--- config.mk ---
export PLATFORM = sky130hd
export DESIGN_NAME = alu_result_fifo
export DESIGN_NICKNAME = d
export VERILOG_FILES = /design/src/rtl/alu_result_fifo.sv
export SDC_FILE = /design/constraint.sdc
export NUM_CORES = 1
export LEC_CHECK = 0
export ABC_AREA = 1
export BUFFER_PORTS_ARGS = -buffer_cell sky130_fd_sc_hd__buf_2
export CAP_MARGIN = 20
export CORE_ASPECT_RATIO = 1.5
export CORE_MARGIN = 2
export CORE_UTILIZATION = 40
export DETAILED_ROUTE_END_ITERATION = 16
export GPL_ROUTABILITY_DRIVEN = 0
export GPL_TIMING_DRIVEN = 0
export SLEW_MARGIN = 20
export SYNTH_ARGS = -nofsm -noshare
export SYNTH_HDL_FRONTEND = slang
export SYNTH_SLANG_ARGS = --single-unit
export TNS_END_PERCENT = 100
--- constraint.sdc ---
create_clock -name clk -period 2.21 [get_ports clk]
set_clock_uncertainty 0.1 [all_clocks]
set_input_delay 0.221 -clock clk [delete_from_list [all_inputs] [get_ports clk]]
set_output_delay 0.221 -clock clk [all_outputs]
set_load 0.01 [all_outputs]
--- src/rtl/alu_result_fifo.sv ---
// alu_result_fifo: captures ALU results one cycle after each exec request and
// buffers them, together with opcode and divide-by-zero flag, in a
// first-word-fall-through FIFO for the memory-write side.
//
// Handshake: out_valid means the head entry on out_data/out_oper/out_div0 is
// meaningful; it is transferred on every rising edge where out_valid and
// out_ready are both high. out_valid does not depend on out_ready, and
// out_ready while out_valid is low has no effect.
module alu_result_fifo #(
  parameter int DATA_WIDTH = 8,
  parameter int DEPTH      = 8,
  parameter int CW         = $clog2(DEPTH + 1)
) (
  input  logic                      clk,
  input  logic                      reset,
  input  logic                      exec,
  input  logic [2:0]                oper,
  input  logic [DATA_WIDTH-1:0]     b_in,
  input  logic [2*DATA_WIDTH-1:0]   res_in,
  output logic [2*DATA_WIDTH-1:0]   out_data,
  output logic [2:0]                out_oper,
  output logic                      out_div0,
  output logic                      out_valid,
  input  logic                      out_ready,
  output logic [CW-1:0]             count,
  output logic                      full,
  output logic                      overflow,
  output logic [7:0]                drop_cnt,
  input  logic                      ovf_clr
);

  localparam int RW = 2 * DATA_WIDTH;
  localparam int PW = $clog2(DEPTH);
  localparam int EW = RW + 4;

  // Pending capture: the request sampled on the previous edge
  logic          pend_vld;
  logic [2:0]    pend_oper;
  logic          pend_div0;

  // Storage holds {oper, div0, data}; it is deliberately not reset
  logic [EW-1:0] mem [DEPTH];
  logic [PW-1:0] wr_ptr;
  logic [PW-1:0] rd_ptr;
  logic [EW-1:0] head;

  logic push;
  logic pop;
  logic do_write;
  logic drop;

  assign push     = pend_vld;
  assign pop      = out_valid && out_ready;
  // A full FIFO still accepts a push when the head leaves on the same edge
  assign do_write = push && (!full || pop);
  assign drop     = push && full && !pop;

  // Capture the opcode and div-by-zero condition of each exec; opcodes 5..7
  // leave the ALU result unchanged, so there is nothing to capture for them
  always_ff @(posedge clk or posedge reset) begin
    if (reset) begin
      pend_vld  <= 1'b0;
      pend_oper <= 3'd0;
      pend_div0 <= 1'b0;
    end else begin
      pend_vld  <= exec && (oper <= 3'd4);
      pend_oper <= oper;
      pend_div0 <= (oper == 3'd4) && (b_in == '0);
    end
  end

  // Write the ALU result produced by the previous request into storage
  always_ff @(posedge clk) begin
    if (do_write) begin
      mem[wr_ptr] <= {pend_oper, pend_div0, res_in};
    end
  end

  // Pointer and occupancy bookkeeping; pointers wrap modulo DEPTH
  always_ff @(posedge clk or posedge reset) begin
    if (reset) begin
      wr_ptr <= '0;
      rd_ptr <= '0;
      count  <= '0;
    end else begin
      if (do_write) wr_ptr <= wr_ptr + PW'(1);
      if (pop)      rd_ptr <= rd_ptr + PW'(1);
      if (do_write && !pop)      count <= count + CW'(1);
      else if (pop && !do_write) count <= count - CW'(1);
    end
  end

  // Sticky overflow and saturating drop counter; a drop beats a clear
  always_ff @(posedge clk or posedge reset) begin
    if (reset) begin
      overflow <= 1'b0;
      drop_cnt <= 8'd0;
    end else if (drop) begin
      overflow <= 1'b1;
      if (ovf_clr)                drop_cnt <= 8'd1;
      else if (drop_cnt != 8'hFF) drop_cnt <= drop_cnt + 8'd1;
    end else if (ovf_clr) begin
      overflow <= 1'b0;
      drop_cnt <= 8'd0;
    end
  end

  // Head outputs fall through from storage and are zeroed while empty
  always_comb begin
    head      = mem[rd_ptr];
    out_valid = (count != '0);
    full      = (count == CW'(DEPTH));
    out_data  = '0;
    out_oper  = 3'd0;
    out_div0  = 1'b0;
    if (out_valid) begin
      out_oper = head[EW-1 -: 3];
      out_div0 = head[RW];
      out_data = head[RW-1:0];
    end
  end

endmodule

* Yosys cells after proc, flatten, opt, wreduce, memory -nomap -nowiden
Memory sizes are Yosys's and may differ from the RTL's. Cells that the tools add are included. Widths: inputs -> output; s select.
Storage, ports and cells: flip-flop bits (word level) 24, bits in writable memories 160, output and inout port bits 35, logic and storage cells 49, memories kept 1
Operators by class: add/sub/neg operators 5, magnitude comparators 1, eq/ne operators 3, muxes and demuxes 13, reductions and logical operators 18
Memories:
- mem | words 8, width 20, rd ports 1, clocked after memory_dff 0, write ports 1, RTL line 42 | logic [EW-1:0] mem [DEPTH];
Operator list (number):
- $mux 8 | 4
- $mux 16 | 1
- $add 8x1->8 const B | 1
- $logic_and 1x1->1 | 8
- $logic_not 8->1 | 1
- $mux 4 | 2
- $ne 8x8->1 const B | 1
- $add 3x1->3 const B | 2
- $reduce_bool 2->1 | 3
- $mux 1 | 5
- $add 4x1->4 const B | 1
- $eq 4x4->1 const B | 1
- $reduce_bool 4->1 | 1
- $sub 4x1->4 const B | 1
- $eq 3x3->1 const B | 1
- $le 3x3->1 const B | 1
- $logic_not 1->1 | 3
- $mux 3 | 1
- $reduce_and 2->1 | 1
- $logic_or 1x1->1 | 1

* Depth between registers and ports, before layout
Gate-level depths: netlist of the first run.
word-level depth 8, mapped depth 13, mapped depth without buffers 13

* Worst setup path before layout of the first run
OpenSTA, ideal clock, no wires.
path type reg2reg, start register count[0], end memory mem[0][0] (netlist bit) (enable), library setup time 397 ps, data arrival time 1860 ps, data required time 1713 ps, setup slack -146 ps, stages on the path, launching flop included 6, path buffers 0, period minus slack after synthesis 2356 ps, path through dfrtp_1 > nor2_4 > nand3_2 > nand2_2 > or2_4 > nor2_1
On the way: longest elaborated chain between the ends 6, elaborated cells on any way between the ends 8, those cells by class eq/ne (1); mux (2); reduce/logical (5)
Ends and longest elaborated chain:
- start, declared | RTL line 25 | output logic [CW-1:0] count,
- start signal, assigned | RTL line 88 | if (do_write && !pop) count <= count + CW'(1);
- start signal, assigned | RTL line 89 | else if (pop && !do_write) count <= count - CW'(1);
- $eq 4x4->1 / $reduce_bool 4->1 (equally long branches) | RTL line 112, 111
- $logic_not 1->1 / $logic_and 1x1->1 (equally long branches) | RTL line 55, 53
- $logic_or 1x1->1 * | RTL line 55 | assign do_write = push && (!full || pop);
- $logic_and 1x1->1 * | RTL line 55
- $mux 1 * | RTL line 74 | if (do_write) begin
- $mux 1 (implied by the code) * | RTL line 75 | mem[wr_ptr] <= {pend_oper, pend_div0, res_in};
- end, declared | RTL line 42
Every way passes the cells marked *; elsewhere a longest branch is shown, timed or not.

* Worst setup path in the final report of the first run
start register rd_ptr[0], end output out_oper[1]
On the way: longest elaborated chain between the ends 2
Ends and longest elaborated chain:
- start, declared | RTL line 44 | logic [PW-1:0] rd_ptr;
- start signal, assigned | RTL line 87 | if (pop) rd_ptr <= rd_ptr + PW'(1);
- $mem_v2 8x20
- $mux 3 | RTL line 116 | if (out_valid) begin
- end, declared | RTL line 21 | output logic [2:0] out_oper,
No other way between the ends.

==> results_dict.tcl, run 1 <==
set metrics [dict create \
    status "finished, final reports clean" \
    drive_gt1_share_pct 21.4 \
    cts_tree "built" \
    maxCapViolCount 0 \
    cp_max_fo 10 \
    fmax_ghz 0.469 \
    worst_setup_path_start_kind "register" \
    drtIter0Drc 349 \
    fin_crit_ns 2.13 \
    viasPerCell 4.95 \
    hold_violations 0 \
    grt_remaining_overflow 0 \
    cts-root-buf "clkbuf_16" \
    r2r-start "count[3]" \
    cp-end-kind "output port" \
    die_y_um 174 \
    hpwl_mm 11.8 \
    period_share_pct 96.4 \
    avgRoutedWirePerCell_um 17.4 \
    via_count 5231 \
    p_per_area_nw_per_um2 1270 \
    core_area_um2 19000 \
    synth.area.top_cells "edfxtp_1 (62%), dfrtp_1 (7.8%), nor2_1 (6.7%)" \
    antenna_found_initial 0 \
    hp-start "b_in[6]" \
    slew_violations 0 \
    synth.top_cell.area_share_pct 62.2 \
    syn_to_final_growth_pct 22.3 \
    clk_path_buf_depth 2 \
    grt_usage_pct 18.5 \
    setup_viol 0 \
    wirelength_mm 18.3 \
    ys_types 39 \
    die_area_um2 20500 \
    ant_nets 0 \
    crit_type "reg -> out" \
    whs_ns 0.0134 \
    path_clk_slew_ns 0.07 \
    synth_warnings 0 \
    synth_edf_count 160 \
    peakVddDrop_v 0.000636 \
    start_util_pct 40.6 \
    htree_levels 4 \
    diodes 0 \
    place_inst 997 \
    ios 67 \
    dieWidth_um 117 \
    port_buffers 66 \
    fill_cells 1722 \
    worstPathRequired_ns 1.89 \
    grt_max_degree 25 \
    hold_class "in -> reg" \
    setup_tns_ns 0 \
    worst_pin_slew_ns 0.915 \
    placementRows 62 \
    ys_seq_area_share_pct 70.0 \
    drc 0 \
    fin_nets 826 \
    crit_start "rd_ptr[0]" \
    async_reset_ff_share_pct 13.0 \
    synth_ff_type "edfxtp_1" \
    clk_latency_ns 0.43 \
    grt_pass1_vias 5403 \
    fin_util_pct 49.7 \
    relSlewSlack_pct 39.0 \
    synth_seq_cells 184 \
    avgSynthCellArea_um2 11.5 \
    power.total_mw 12.0 \
    firstDrtPassIters 4 \
    clock_sinks 184 \
    rsz0062_at_grt "yes" \
    grt_pass1_wl_mm 28.7 \
    synthesis.nets 712 \
    power.leakage_nw 3.65 \
    synth_cells 673 \
    syn_area_um2 7720 \
    cts_buffers 17 \
    synth_top_area_cell "edfxtp_1" \
    final_cells 1056 \
    cp.arrival_ns 1.81 \
]
==> layout by cell type, fill, tap and decap left out, types with 4 or more instances in the layout <==
master         Yosys  routed
nand3_1           28      28
o21ai_1           45      50
nor2_2             1       4
nand2_1          126     125
dfrtp_1           24      19
edfxtp_1         160     160
inv_1             11      10
dfrtp_2            0       5
o21ai_0           39      34
buf_4              4       9
inv_2              4       5
nor2_1           138     127
nand2_4            1       4
buf_2             16      71
buf_6              6      11
dlygate4sd3_1      0      25
ha_1               6       4
inv_6              0       4
a21oi_1           24      24
xor2_1             5       5
nor2_4             3      11
clkbuf_16          0      17
==> through the flow <==
step	setup WS, ns	cell area (um^2)
after CTS	0.00128	9350
after detailed placement	-0.117	8470
final	0.0797	9450
after floorplan	-0.146	7730
after global placement	-1.07	8380
after global routing	-0.0320	9450
==> metal layers <==
| layer | GRT usage [%] | part of all wire [%] |
|---|---|---|
| met5 | 0 | 0 |
| met4 | 8.23 | 2.7 |
| met3 | 3.28 | 3.4 |
| met2 | 34.1 | 54 |
| met1 | 20.9 | 40 |
==> critical path, stage by stage (launching register included) <==
cell,delay [ns]
dfrtp_1,0.39
buf_6,0.15
buf_4,0.18
o21ai_0,0.18
o21ai_1,0.07
a21oi_1,0.19
nor2_2,0.07
buf_2,0.14
==> final cells by class <==
cell class                      instances  area (um^2)  area share, %
Clock buffer                           17          425           4.50
Sequential cell                       184         5410           57.3
Tap cell                              256          320           3.39
Inverter                               17         68.8          0.729
Multi-Input combinational cell        441         2150           22.8
Buffer                                 31          258           2.73
Clock inverter                         15          174           1.84
Timing Repair Buffer                   95          634           6.72
==> cells by family after synthesis <==
| family | count (synthesis) | share of synthesized area (%) |
|---|---|---|
| xor gates and xnor gates | 8 | 0.908 |
| adders and majority gates | 7 | 1.23 |
| and+or+nand+nor | 315 | 17.1 |
| buffers and inverters | 48 | 3.40 |
| AOI/OAI and AO/OA | 111 | 7.31 |
| DFF | 184 | 70.0 |
==> state kept, by name (all words and copies together) (netlist names) <==
name and cells:
wr_ptr 3, rd_ptr 3, pend_oper 3, mem 160, count 4, pend_vld 1
pend_div0 1, drop_cnt 8, overflow 1
==> cells in the mapped netlist, types with 2 or more instances <==
cell type / instances
buf_2: 16
inv_1: 11
nor2_4: 3
xor2_1: 5
dfrtp_1: 24
nand2_2: 5
o21ai_1: 45
nand3_1: 28
nor2_1: 138
xnor2_1: 3
edfxtp_1: 160
buf_4: 4
ha_1: 6
nand2_1: 126
or2_2: 2
inv_2: 4
nor4_1: 2
o21ai_0: 39
clkbuf_1: 4
a21oi_1: 24
buf_6: 6
==> worst paths after layout <==
kind / cells past startpoint / slack [ns] / end
worst max-delay path: 7 / 0.08 / out_oper[1]
worst min-delay path: 3 / 0.01 / pend_div0
worst max register to register: 6 / 0.10 / mem[2][0]
worst min register to register: 2 / 0.39 / overflow
max in group asynchronous: 3 / 0.95 / count[3]
min in group asynchronous: 3 / 0.43 / pend_oper[0]
==> where the power goes <==
part / switching (mW) / internal [mW]
clock network: 1.28 / 1.78
registers: 0.184 / 4.14
logic: 2.93 / 1.66
total: 4.40 / 7.58
==> timing repair <==
action | CTS | global route
setup endpoints to repair | 109 | 60
gates cloned | 0 | 0
hold endpoints to repair | 160 | 0
setup buffers | 0 | 2
hold buffers | 25 | 0
pin swaps | 2 | 3
gates resized for setup | 15 | 31
Note: power is estimated with default switching activity, not from simulation.
==> run 2, diff against run 1 <==
Settings changed: HOLD_SLACK_MARGIN set to 0.08, SLEW_MARGIN 20 to not set.
==> run 2 against run 1 <==
Compared with the run above: clock-buffer cell count rose by 1; hold slack improved by 0.11 ns; wire length rose by 1.2%; highest routed layer unchanged; global-route usage rose by 0.18 points; largest cell class unchanged; critical path depth did not move; clock power rose by 4%; register-to-register slack got worse by 0.02 ns; sequential share of layout area fell by 0.70 points; via count rose by 1.3%.
==> results_dict.tcl, run 2 (synthesis results as in run 1) <==
set metrics [dict create \
    start_util_pct 40.6 \
    slew_violations 0 \
    ios 67 \
    fin_nets 835 \
    regMostFlops "mem" \
    worst_setup_path_start_kind "register" \
    drive_gt1_share_pct 21.9 \
    drc 0 \
    cts_tree "built" \
    path_clk_slew_ns 0.07 \
    port_buffers 66 \
    worstPathRequired_ns 1.89 \
    drtIter0Drc 301 \
    reg2reg_slack_ns 0.08 \
    maxCapViolCount 0 \
    final_cells 1065 \
    die_area_um2 20500 \
    p_per_area_nw_per_um2 1270 \
    relSlewSlack_pct 39.8 \
    largest_reg_flops 160 \
    grt_pass1_vias 5494 \
    cp_slowest_cell "dfrtp_1" \
    design_area_um2 9560 \
    clock_sinks 184 \
    via_count 5298 \
    wirelength_mm 18.6 \
    place_inst 1003 \
    viasPerCell 4.97 \
    fin_crit_ns 2.17 \
    layout_commonest_cell "edfxtp_1" \
    htree_levels 4 \
    grt_max_degree 25 \
    cp.arrival_ns 1.85 \
    clk_latency_ns 0.43 \
    hold_violations 0 \
    clk_path_buf_depth 2 \
    reg_top3 "mem x160, drop_cnt x8, count x4" \
    firstDrtPassIters 6 \
    power.total_mw 12.1 \
    cts-root-buf "clkbuf_16" \
    cts_buffers 17 \
    crit_chain "buf_6 -> buf_4 -> o21ai_0 -> o21ai_1 -> a21oi_1 -> nor2_1 -> buf_2" \
    layout_common_cells "edfxtp_1 (160), nor2_1 (127), nand2_1 (126)" \
    power.leakage_nw 3.71 \
    reg2reg_depth 8 \
    diodes 0 \
    multi_input_area_um2 2150 \
    grt_usage_pct 18.7 \
    fin_util_pct 50.3 \
    cpPeakStageDelay_ns 0.40 \
    core_area_um2 19000 \
    syn_to_final_growth_pct 23.9 \
    peakVddDrop_v 0.000566 \
    hold_class "in -> reg" \
    hpwl_mm 12.2 \
    grt_pass1_wl_mm 29.0 \
    period_share_pct 98.1 \
    dieWidth_um 117 \
    rsz0062_at_grt "yes" \
    worst_pin_slew_ns 0.901 \
    final-seq-area_um2 5410 \
    r2r-start "count[3]" \
    status "finished, final reports clean" \
    crit_type "reg -> out" \
    ant_nets 0 \
    cp-endpoint "out_data[11]" \
    die_y_um 174 \
    setup_viol 0 \
    r2r_end "mem[1][7]" \
    crit_start "rd_ptr[0]" \
    cp_max_fo 10 \
    antenna_found_initial 0 \
    avgRoutedWirePerCell_um 17.4 \
    place_area_um2 8510 \
    grt_remaining_overflow 0 \
    fill_cells 1699 \
    cp-end-kind "output port" \
    fmax_ghz 0.461 \
    placementRows 62 \
]
[run 2: cell types whose count changed in the layout (fill, tap and decap cells not counted), sizes merged]
| cell | change |
|---|---|
| buf | +8 |
| clkinv | -2 |
| bufinv | +1 |
| clkbuf | +1 |
| clkinvlp | -1 |
| dlygate4sd3 | +1 |
| inv | +1 |
[run 2: layer usage]
metal	GRT usage [%]	share of wire (%)	wire, um	vias up
met3	3.67	4.4	813	39
met4	9.09	3.1	582	0
met1	20.4	38	7070	2543
met5	0	0	0	-
met2	34.5	54	10100	142
li1	-	-	-	2574
[run 2: worst min-delay path by stage]
stage,endpoint,cells past startpoint,slack [ns],from
2_1_floorplan,count[0],1,0.14,reset
3_3_place_gp,pend_oper[0],1,0.24,oper[0]
3_5_place_dp,pend_oper[1],1,0.25,oper[1]
4_1_cts,overflow,4,0.12,out_ready
5_1_grt,overflow,4,0.14,out_ready
6_report,overflow,4,0.13,out_ready
[run 2: report_power, final]
group | leakage [nW] | internal [mW] | switching (mW) | total [mW]
combinational | 1.66 | 1.70 | 2.95 | 4.64
sequential | 1.75 | 4.14 | 0.177 | 4.32
clock | 0.297 | 1.90 | 1.28 | 3.18
[run 2: what timing repair did]
| action | CTS | global route |
|---|---|---|
| buffers inserted | 0 | 4 |
| endpoints found under the hold margin | 163 | 0 |
| pin swaps | 1 | 3 |
| resized for setup | 16 | 30 |
| endpoints found under the setup margin | 103 | 69 |
| hold buffers | 26 | 0 |
[run 2: area by class of cell]
type | instances | share of cell area (%)
clock buffer | 18 | 4.49
tap | 256 | 3.35
sequential | 184 | 56.6
inverter | 17 | 0.720
timing repair buffer | 104 | 7.75
clock inverter | 14 | 2.04
multi-input combinational | 441 | 22.4
buffer | 31 | 2.63
[run 2: metrics by stage]
stage	setup slack (ns)	setup TNS, ns	hold slack [ns]
floorplan	-0.146	-11.71	0.136
finish	0.0413	0	0.127
detailed placement	-0.197	-6.62	0.247
global route	-0.0392	-0.340	0.144
global placement	-1.07	-96.31	0.244
CTS	-0.133	-2.79	0.117
[run 2: critical path: cells and delay by family, from the launching register on]
| kind | cells | cell delay (ns) |
|---|---|---|
| AO/OA/AOI/OAI | 3 | 0.47 |
| flip-flops | 1 | 0.40 |
| AND/OR/NAND/NOR | 1 | 0.07 |
| buffers and inverters | 3 | 0.49 |
==> run 3, diff against run 2 <==
Settings changed: ABC_AREA 1 to not set, RECOVER_POWER set to 25.
==> run 3 against run 2 <==
Compared with the run above: the run now ends with setup timing left; total power fell by 1.9%; non-clock buffer count rose by 15; first-iteration DRC count fell by 14%; synthesized cell count fell by 44%; largest power group unchanged; global-route usage fell by 1.5 points; critical path depth rose by 3; sequential cell count did not move; combinational power fell by 2%; via count fell by 24%.
==> results_dict.tcl, run 3 <==
set metrics [dict create \
    fin_crit_ns 2.76 \
    p_per_area_nw_per_um2 1230 \
    start_util_pct 40.8 \
    syn_to_final_growth_pct 33.3 \
    setup_tns_ns -4.10 \
    period_share_pct 125 \
    status "finished, violations left" \
    placementRows 60 \
    final_cells 759 \
    setup_viol 42 \
    relSlewSlack_pct 37.9 \
    htree_levels 4 \
    hold_violations 0 \
    regMostFlops "mem" \
    synth.area.top_cells "edfxtp_1 (66%), mux4_2 (12%), dfrtp_1 (8.2%)" \
    worst_setup_path_start_kind "register" \
    antenna_found_initial 0 \
    avgSynthCellArea_um2 19.3 \
    cp_max_fo 4 \
    synth_ff_type "edfxtp_1" \
    cp-end-kind "register" \
    maxCapViolCount 0 \
    place_ws_ns -0.687 \
    viasPerCell 5.27 \
    synth_top_area_cell "edfxtp_1" \
    ant_nets 0 \
    drtIter0Drc 260 \
    peakVddDrop_v 0.000709 \
    crit_type "reg -> reg" \
    synthesis.nets 417 \
    ys_types 38 \
    clock_sinks 184 \
    via_count 4002 \
    reg_top3 "mem x160, drop_cnt x8, count x4" \
    synth_warnings 0 \
    async_reset_ff_share_pct 13.0 \
    grt_pass1_vias 4292 \
    cts-root-buf "clkbuf_16" \
    cts_buffers 17 \
    power.leakage_nw 3.44 \
    grt_remaining_overflow 0 \
    hold_class "in -> reg" \
    avgRoutedWirePerCell_um 21.3 \
    diodes 0 \
    ys_seq_area_share_pct 74.1 \
    whs_path_depth 4 \
    synth_cells 378 \
    violations "setup timing" \
    reg2reg_depth 10 \
    clk_path_buf_depth 2 \
    drive_gt1_share_pct 40.0 \
    synth_seq_cells 184 \
    synth.top_cell.area_share_pct 65.9 \
    whs_ns 0.136 \
    fill_cells 1393 \
    hpwl_mm 10.1 \
    layout_commonest_cell "edfxtp_1" \
    ios 67 \
    path_clk_slew_ns 0.07 \
    synth_most_common_cell "edfxtp_1" \
    grt_usage_pct 17.2 \
    synthTopCellsByCount "edfxtp_1 (160), mux4_2 (40), nor2_1 (28), dfrtp_1 (24), mux2i_1 (21)" \
    grt_max_degree 25 \
    wirelength_mm 16.2 \
    syn_area_um2 7290 \
    die_area_um2 19300 \
    fmax_ghz 0.362 \
    cts_tree "built" \
    layout_common_cells "edfxtp_1 (160), buf_2 (51), mux4_2 (40)" \
    largest_reg_flops 160 \
    port_buffers 65 \
    drc 0 \
    cp.arrival_ns 2.96 \
    core_area_um2 17900 \
    dieWidth_um 114 \
    fin_nets 569 \
    rsz0062_at_grt "yes" \
    layout_setup_ws_ns -0.551 \
    grt_pass1_wl_mm 24.2 \
    die_y_um 169 \
    worstPathRequired_ns 2.41 \
    place_inst 668 \
    firstDrtPassIters 4 \
    worst_pin_slew_ns 0.930 \
    clk_latency_ns 0.42 \
    slew_violations 0 \
    synth_edf_count 160 \
]
==> run 3: logic make-up after synthesis <==
logic type	after synthesis	share of synthesized area, %
fa+ha+maj	7	1.30
flops	184	74.1
buf+inv	25	1.53
xor+xnor	5	0.601
simple gates	70	4.65
compound gates	24	2.23
mux	63	15.5
==> run 3: cell type report <==
class                   instances  area (um^2)  area share, %
flip-flops and latches        184         5410           55.7
inverters                       7         36.3          0.373
clock buffers                  17          425           4.38
repair buffers                135         1230           12.7
clock inverters                14          165           1.70
well taps                     217          272           2.79
plain buffers                  15          181           1.87
multi-input cells             170         1990           20.5
==> run 3: power by group <==
| group | internal (mW) | leakage, nW | switching, mW |
|---|---|---|---|
| sequential | 4.15 | 1.75 | 0.215 |
| clock | 1.69 | 0.270 | 1.30 |
| combinational | 2.43 | 1.42 | 2.12 |
| total | 8.27 | 3.44 | 3.63 |
==> run 3: what timing repair did <==
item / CTS / global route
setup buffers: 22 / 13
setup endpoints to repair: 175 / 78
cloned: 2 / 4
pin swaps: 11 / 9
hold buffers: 25 / 0
hold endpoints to repair: 159 / 0
gates resized for setup: 61 / 16
==> run 3: path summary, 6_finish.rpt <==
path,start,endpoint,slack [ns]
worst min register to register,overflow,overflow,0.43
worst max register to register,count[0],count[3],-0.55
min in group asynchronous,reset,pend_oper[2],0.45
max in group asynchronous,reset,rd_ptr[0],0.91
worst max-delay path,count[0],count[3],-0.55
worst min-delay path,out_ready,rd_ptr[0],0.14
==> run 3: per-stage QoR <==
| step | total power [mW] | util, % | instance area, um^2 |
|---|---|---|---|
| 2_1_floorplan | 6.64 | - | 7370 |
| 3_3_place_gp | 7.67 | 44.6 | 7970 |
| 3_5_place_dp | 7.85 | 45.8 | 8180 |
| 4_1_cts | 11.6 | 53.3 | 9520 |
| 5_1_grt | 12.5 | 54.4 | 9720 |
| 6_report | 11.9 | 54.4 | 9720 |
==> run 3: metal layers <==
| layer | track usage (%) | share of wire [%] | up-vias |
|---|---|---|---|
| met1 | 18.7 | 37 | 2094 |
| met4 | 6.10 | 1.0 | 0 |
| met2 | 33.5 | 60 | 69 |
| met3 | 2.32 | 2.0 | 11 |
| li1 | - | - | 1828 |
| met5 | 0 | 0 | - |
==> run 3: worst max-delay path: stages (launching register included) <==
cell and delay (ns):
dfrtp_2 0.41, or4b_4 0.56, o21ai_4 0.17, inv_2 0.07, ha_4 0.18, inv_6 0.07
ha_4 0.19, a21o_4 0.21, a2111oi_4 0.28, a31oi_1 0.08, a221o_1 0.31
